==> src/rtl/dmem_lsu.sv <==
// Load/store unit: turns one CPU load/store request at a time into a byte-lane
// cycle on a synchronous-read data memory, with alignment checking and load extension.
module dmem_lsu (
  input  logic        clk,
  input  logic        reset,
  input  logic        req_valid,
  output logic        req_ready,
  input  logic        req_we,
  input  logic [1:0]  req_size,
  input  logic        req_unsigned,
  input  logic [31:0] req_addr,
  input  logic [31:0] req_wdata,
  output logic        resp_valid,
  output logic [31:0] resp_rdata,
  output logic [1:0]  resp_exc,
  output logic [31:0] resp_badvaddr,
  output logic        mem_we,
  output logic [31:0] mem_addr,
  output logic [3:0]  mem_wdata_sel,
  output logic [31:0] mem_wdata,
  input  logic [31:0] mem_rdata
);

  localparam int unsigned DW = 32;
  localparam int unsigned AW = 32;
  localparam int unsigned NB = DW / 8;

  localparam logic [1:0] EXC_OK   = 2'b00;
  localparam logic [1:0] EXC_ADEL = 2'b01;
  localparam logic [1:0] EXC_ADES = 2'b10;

  typedef enum logic [1:0] {
    IDLE   = 2'd0,
    ACCESS = 2'd1,
    LWAIT  = 2'd2,
    RESP   = 2'd3
  } state_t;

  // Request fields still needed after the memory address has been issued
  typedef struct packed {
    logic       we;
    logic [1:0] size;
    logic       uns;
    logic [1:0] lane;
  } req_t;

  state_t         state_q, state_d;
  req_t           req_q, req_d;

  logic           accept;
  logic           misaligned;

  logic           resp_valid_d;
  logic [DW-1:0]  resp_rdata_d;
  logic [1:0]     resp_exc_d;
  logic [AW-1:0]  resp_badvaddr_d;
  logic           mem_we_d;
  logic [AW-1:0]  mem_addr_d;
  logic [NB-1:0]  mem_sel_d;
  logic [DW-1:0]  mem_wdata_d;

  function automatic logic [NB-1:0] store_sel(input logic [1:0] size, input logic [1:0] lane);
    case (size)
      2'b00:   store_sel = NB'(4'b0001 << lane);
      2'b01:   store_sel = lane[1] ? 4'b1100 : 4'b0011;
      default: store_sel = 4'b1111;
    endcase
  endfunction

  function automatic logic [DW-1:0] store_data(input logic [1:0] size, input logic [DW-1:0] wd);
    case (size)
      2'b00:   store_data = {4{wd[7:0]}};
      2'b01:   store_data = {2{wd[15:0]}};
      default: store_data = wd;
    endcase
  endfunction

  // Pick the addressed byte/half out of the read word and extend it
  function automatic logic [DW-1:0] load_extend(input logic [DW-1:0] word, input logic [1:0] size,
                                                 input logic [1:0] lane, input logic uns);
    logic [7:0]  b;
    logic [15:0] h;
    b = 8'(word >> {lane, 3'b000});
    h = 16'(word >> {lane[1], 4'b0000});
    case (size)
      2'b00:   load_extend = uns ? {{(DW-8){1'b0}}, b}  : {{(DW-8){b[7]}}, b};
      2'b01:   load_extend = uns ? {{(DW-16){1'b0}}, h} : {{(DW-16){h[15]}}, h};
      default: load_extend = word;
    endcase
  endfunction

  assign req_ready = !reset && ((state_q == IDLE) || (state_q == RESP));
  assign accept    = req_valid && req_ready;

  always_comb begin
    case (req_size)
      2'b00:   misaligned = 1'b0;
      2'b01:   misaligned = req_addr[0];
      default: misaligned = (req_addr[1:0] != 2'b00);
    endcase
  end

  // Next state and next registered outputs
  always_comb begin
    state_d         = state_q;
    req_d           = req_q;
    resp_valid_d    = 1'b0;
    resp_rdata_d    = '0;
    resp_exc_d      = EXC_OK;
    resp_badvaddr_d = '0;
    mem_we_d        = 1'b0;
    mem_sel_d       = '0;
    mem_addr_d      = mem_addr;
    mem_wdata_d     = mem_wdata;

    case (state_q)
      IDLE, RESP: begin
        state_d = IDLE;
        if (accept) begin
          req_d = '{we: req_we, size: req_size, uns: req_unsigned, lane: req_addr[1:0]};
          if (misaligned) begin
            state_d         = RESP;
            resp_valid_d    = 1'b1;
            resp_exc_d      = req_we ? EXC_ADES : EXC_ADEL;
            resp_badvaddr_d = req_addr;
          end else begin
            state_d    = ACCESS;
            mem_addr_d = req_addr;
            if (req_we) begin
              mem_we_d    = 1'b1;
              mem_sel_d   = store_sel(req_size, req_addr[1:0]);
              mem_wdata_d = store_data(req_size, req_wdata);
            end
          end
        end
      end
      ACCESS: begin
        if (req_q.we) begin
          state_d      = RESP;
          resp_valid_d = 1'b1;
        end else begin
          state_d = LWAIT;
        end
      end
      LWAIT: begin
        state_d      = RESP;
        resp_valid_d = 1'b1;
        resp_rdata_d = load_extend(mem_rdata, req_q.size, req_q.lane, req_q.uns);
      end
      default: state_d = IDLE;
    endcase
  end

  always_ff @(posedge clk) begin
    if (reset) begin
      state_q <= IDLE;
      req_q   <= '0;
    end else begin
      state_q <= state_d;
      req_q   <= req_d;
    end
  end

  always_ff @(posedge clk) begin
    if (reset) begin
      resp_valid    <= 1'b0;
      resp_rdata    <= '0;
      resp_exc      <= EXC_OK;
      resp_badvaddr <= '0;
      mem_we        <= 1'b0;
      mem_addr      <= '0;
      mem_wdata_sel <= '0;
      mem_wdata     <= '0;
    end else begin
      resp_valid    <= resp_valid_d;
      resp_rdata    <= resp_rdata_d;
      resp_exc      <= resp_exc_d;
      resp_badvaddr <= resp_badvaddr_d;
      mem_we        <= mem_we_d;
      mem_addr      <= mem_addr_d;
      mem_wdata_sel <= mem_sel_d;
      mem_wdata     <= mem_wdata_d;
    end
  end

endmodule
==> config.mk <==
export PLATFORM = sky130hd
export DESIGN_NAME = dmem_lsu
export DESIGN_NICKNAME = d
export VERILOG_FILES = /design/src/rtl/dmem_lsu.sv
export SDC_FILE = /design/constraint.sdc
export NUM_CORES = 1
export LEC_CHECK = 0
export CORE_ASPECT_RATIO = 0.8
export CORE_MARGIN = 2
export CORE_UTILIZATION = 47
export DETAILED_ROUTE_END_ITERATION = 8
export GPL_TIMING_DRIVEN = 0
export PLACE_DENSITY = 0.95
export SLEW_MARGIN = 40
export SYNTH_ARGS = -nofsm -noshare
export SYNTH_HDL_FRONTEND = slang
export SYNTH_SLANG_ARGS = --single-unit
==> constraint.sdc <==
create_clock -name clk -period 2.5 [get_ports clk]
set_input_delay 0.5 -clock clk [delete_from_list [all_inputs] [get_ports clk]]
set_output_delay 0.5 -clock clk [all_outputs]
set_load 0.01 [all_outputs]
==> run_results.csv <==
group,metric,value,unit
clock_network,cts_tree,"done",
logic_synthesis,synth_fa_ha_area_frac,0.004152,
placement,gp_congestion,0.8599,
finish,fin_nets,962,
clock_network,ctsLongestPathBuffers,2,
global_route,grt_pass1_vias,5782,
pwr,power.leakage,3.773,nW
drt,wl,19860,um
clock_network,htree_levels,4,
sta,skew,0.008929,ns
logic_synthesis,synthMuxAreaShare,0.1252,
sta,rsz0062_at_grt,"false",
finish,num_antenna_cells,0,
placement,placed_area,8603,um2
critical_path,worstPathArrival,1.64,ns
sta,period_minus_slack,2.141,ns
run_status,outcome,"finished clean",
critical_path,end_kind,"primary output",
clock_network,worst_skew_pair.late_latency,0.41,ns
clock_network,postCtsHoldBufs,0,
drt,postRouteAntennaNets,0,
sta,hold_ws,0.4614,ns
critical_path,r2r_slack,0.55,ns
global_route,grt_pass1_wl,30040,um
critical_path,cp_max_fo,19,
drt,drtIter0Drc,416,
global_route,grt_usage,0.2802,
drt,vias,5822,
logic_synthesis,synth_compound_area_frac,0.1696,
logic_synthesis,async_reset_ff_frac,0,
floorplan,io_pins,240,
floorplan,core_area,12340,um2
logic_synthesis,synthSimpleGateAreaFrac,0.1634,
logic_synthesis,yosysWarnings,0,
global_route,grt_overflow_total,0,
clock_network,cts_sinks,144,
critical_path,regToRegStartpoint,"state_q[0]",
drt,drc,0,
hold_path,min_to,"mem_wdata[10]",
logic_synthesis,yosysSeqAreaShare,0.4783,
sta,slew_viol_final,0,
placement,io_buffers,236,
run,max_cap_viol_count,0,
floorplan,start_util,0.4883,
clock_network,cts_setup_buffers,0,
logic_synthesis,synth_cell_type_count,52,
floorplan,fp.dieArea,13750,um2
critical_path,r2r_end,"resp_badvaddr[30]",
finish,final_core_utilization,0.7484,
sta,finalSetupViolCount,0,
clock_network,cts_resized,1,
sta,maxSlewHeadroom,0.5814,
logic_synthesis,synth_edf_count,0,
sta,worst_pin_slew,0.6272,ns
logic_synthesis,synth_cells,603,
clock_network,cts_buffers,17,
global_route,grt_antenna_before_repair,0,
critical_path,critPathKind,"input port to primary output",
finish,drive_above_1_share,0.1092,
finish,multi_input_area,2813,um2
critical_path,ff2ff_path_depth,6,
critical_path,critPathLaunch,"reset",
floorplan,rows,36,
logic_synthesis,ys.flop_type,"dfxtp_1",
finish,seqCellArea,2883,um2
floorplan,die_x,130.6,um
logic_synthesis,netlist_area,6027,um2
clock_network,clk_pin_slew_worst_paths,0.06,ns
pwr,p_total,6.557,mW
floorplan,die_y,105.3,um
global_route,grt_start_max_net_pins,20,
drt,first_pass_iters,4,
finish,synthToLayoutAreaGrowth,53.25,%
finish,n_fill_cell,875,
logic_synthesis,syn-num-nets,708,
critical_path,critical_path_required,2.00,ns
logic_synthesis,ys_ff_latch,144,
clock_network,root_buffer,"clkbuf_16",
logic_synthesis,synth_xor_area_frac,0.004360,
sta,hold_viol_final,0,
drt,vias_per_cell,5.593,
logic_synthesis,synth_top_family_by_area,"compound AO/OA/AOI/OAI gates",
pwr,ir_drop,0.0004614,V
pwr,power_density,709.9,nW/um2
hold_path,hp-class,"flip-flop to flip-flop",
critical_path,start_kind,"input port",
logic_synthesis,avgSynthCellArea,9.995,um2
placement,dp.final_hpwl,14730,um
sta,post-route-period-util,0.8564,
sta,fmax,467.1,MHz
hold_path,hold_depth,2,
drt,wl_per_cell,19.07,um
hold_path,hold_path.startpoint,"mem_wdata[10]",
finish,fin_area,9236,um2
## cells in the mapped netlist (all sizes together), types with 3 or more instances
cell type	n	area (um2)
nand2b	4	25.02
nand2	72	270.3
a31oi	3	18.77
nor2	5	28.78
a22oi	7	52.55
mux2	25	281.5
mux2i	45	450.4
clkbuf	31	117.6
dfxtp	144	2883
and3b	8	70.07
o31ai	15	112.6
nor2b	33	206.5
o21ai	13	76.33
nand3b	4	30.03
a221oi	7	61.31
and2	34	212.7
a21oi	14	85.09
o311ai	32	280.3
buf	27	168.9
o211ai	31	232.7
nand3	5	25.02
nor3b	4	35.03
nor3	6	35.03
o22ai	7	43.79
inv	11	41.29
## cell type report
class	count	share of cell area
plain buffers	57	0.03089
clock buffers	18	0.04646
clock inverters	14	0.02195
inverters	12	0.004877
multi-input cells	389	0.3045
flip-flops and latches	144	0.3121
well taps	171	0.02316
repair buffers	236	0.2560
## routing by layer
layer / global-route usage / vias to the layer above / routed length [um]
met4: 0.1254 / 0 / 631
met1: 0.3338 / 2773 / 7819
met3: 0.09797 / 41 / 2090
li1: - / 2680 / -
met2: 0.4539 / 328 / 9316
met5: 0 / - / 0
## how the worst max path moves through the flow
stage / to / depth (start not counted) / slack (ns)
after floorplan: mem_wdata[11] / 6 / 0.86
after global placement: req_ready / 5 / -0.45
after detailed placement: req_ready / 5 / -0.42
after CTS: req_ready / 4 / 0.02
after global routing: resp_badvaddr[30] / 6 / 0.27
final: req_ready / 4 / 0.36
## state kept, by name (all words and copies together), names as in the netlist
| name | cells |
|---|---|
| resp_rdata | 32 |
| mem_we | 1 |
| mem_addr | 32 |
| resp_valid | 1 |
| state_q | 2 |
| mem_wdata | 32 |
| mem_wdata_sel | 4 |
| resp_badvaddr | 32 |
| req_q | 6 |
| resp_exc | 2 |
## worst max-delay path: stages
cell and delay (ns):
clkdlybuf4s50_1 0.54, buf_4 0.29, nor2b_1 0.08, dlymetal6s2s_1 0.23
## report_power, final
group	internal [mW]	switching, mW
Sequential	2.46	0.0720
Clock	1.69	1.05
Combinational	0.645	0.638
Total	4.80	1.76
## placed cells by master, fill, tap and decap left out, types with 5 or more instances in the layout
cell type and instances:
o311ai_0 17, a221oi_1 7, nand2_1 72, nor2b_1 33, clkbuf_1 31, o31ai_1 15, clkbuf_16 17, a21oi_1 12
and2_1 34, and3b_1 8, nand3_1 5, mux2i_1 45, inv_1 10, o21ai_0 12, o22ai_1 7, nor3_1 5
a22oi_1 7, buf_2 17, dfxtp_1 144, clkdlybuf4s50_1 235, o211ai_1 31, o311ai_1 15, mux2_2 25
## kinds of logic after synthesis
group | Yosys count
simple gates | 179
flops | 144
compound gates | 134
mux | 71
buf+inv | 70
xor+xnor | 3
fa+ha+maj | 2
## through the flow
step	instances	setup WS, ns	setup TNS [ns]
global route	1041	0.2726	0
detailed placement	1010	-0.4190	-0.4190
CTS	1041	0.02281	0
global placement	1010	-0.4470	-0.4470
floorplan	603	0.8637	0
finish	1041	0.3590	0
Power figures use the tool's default switching activity.
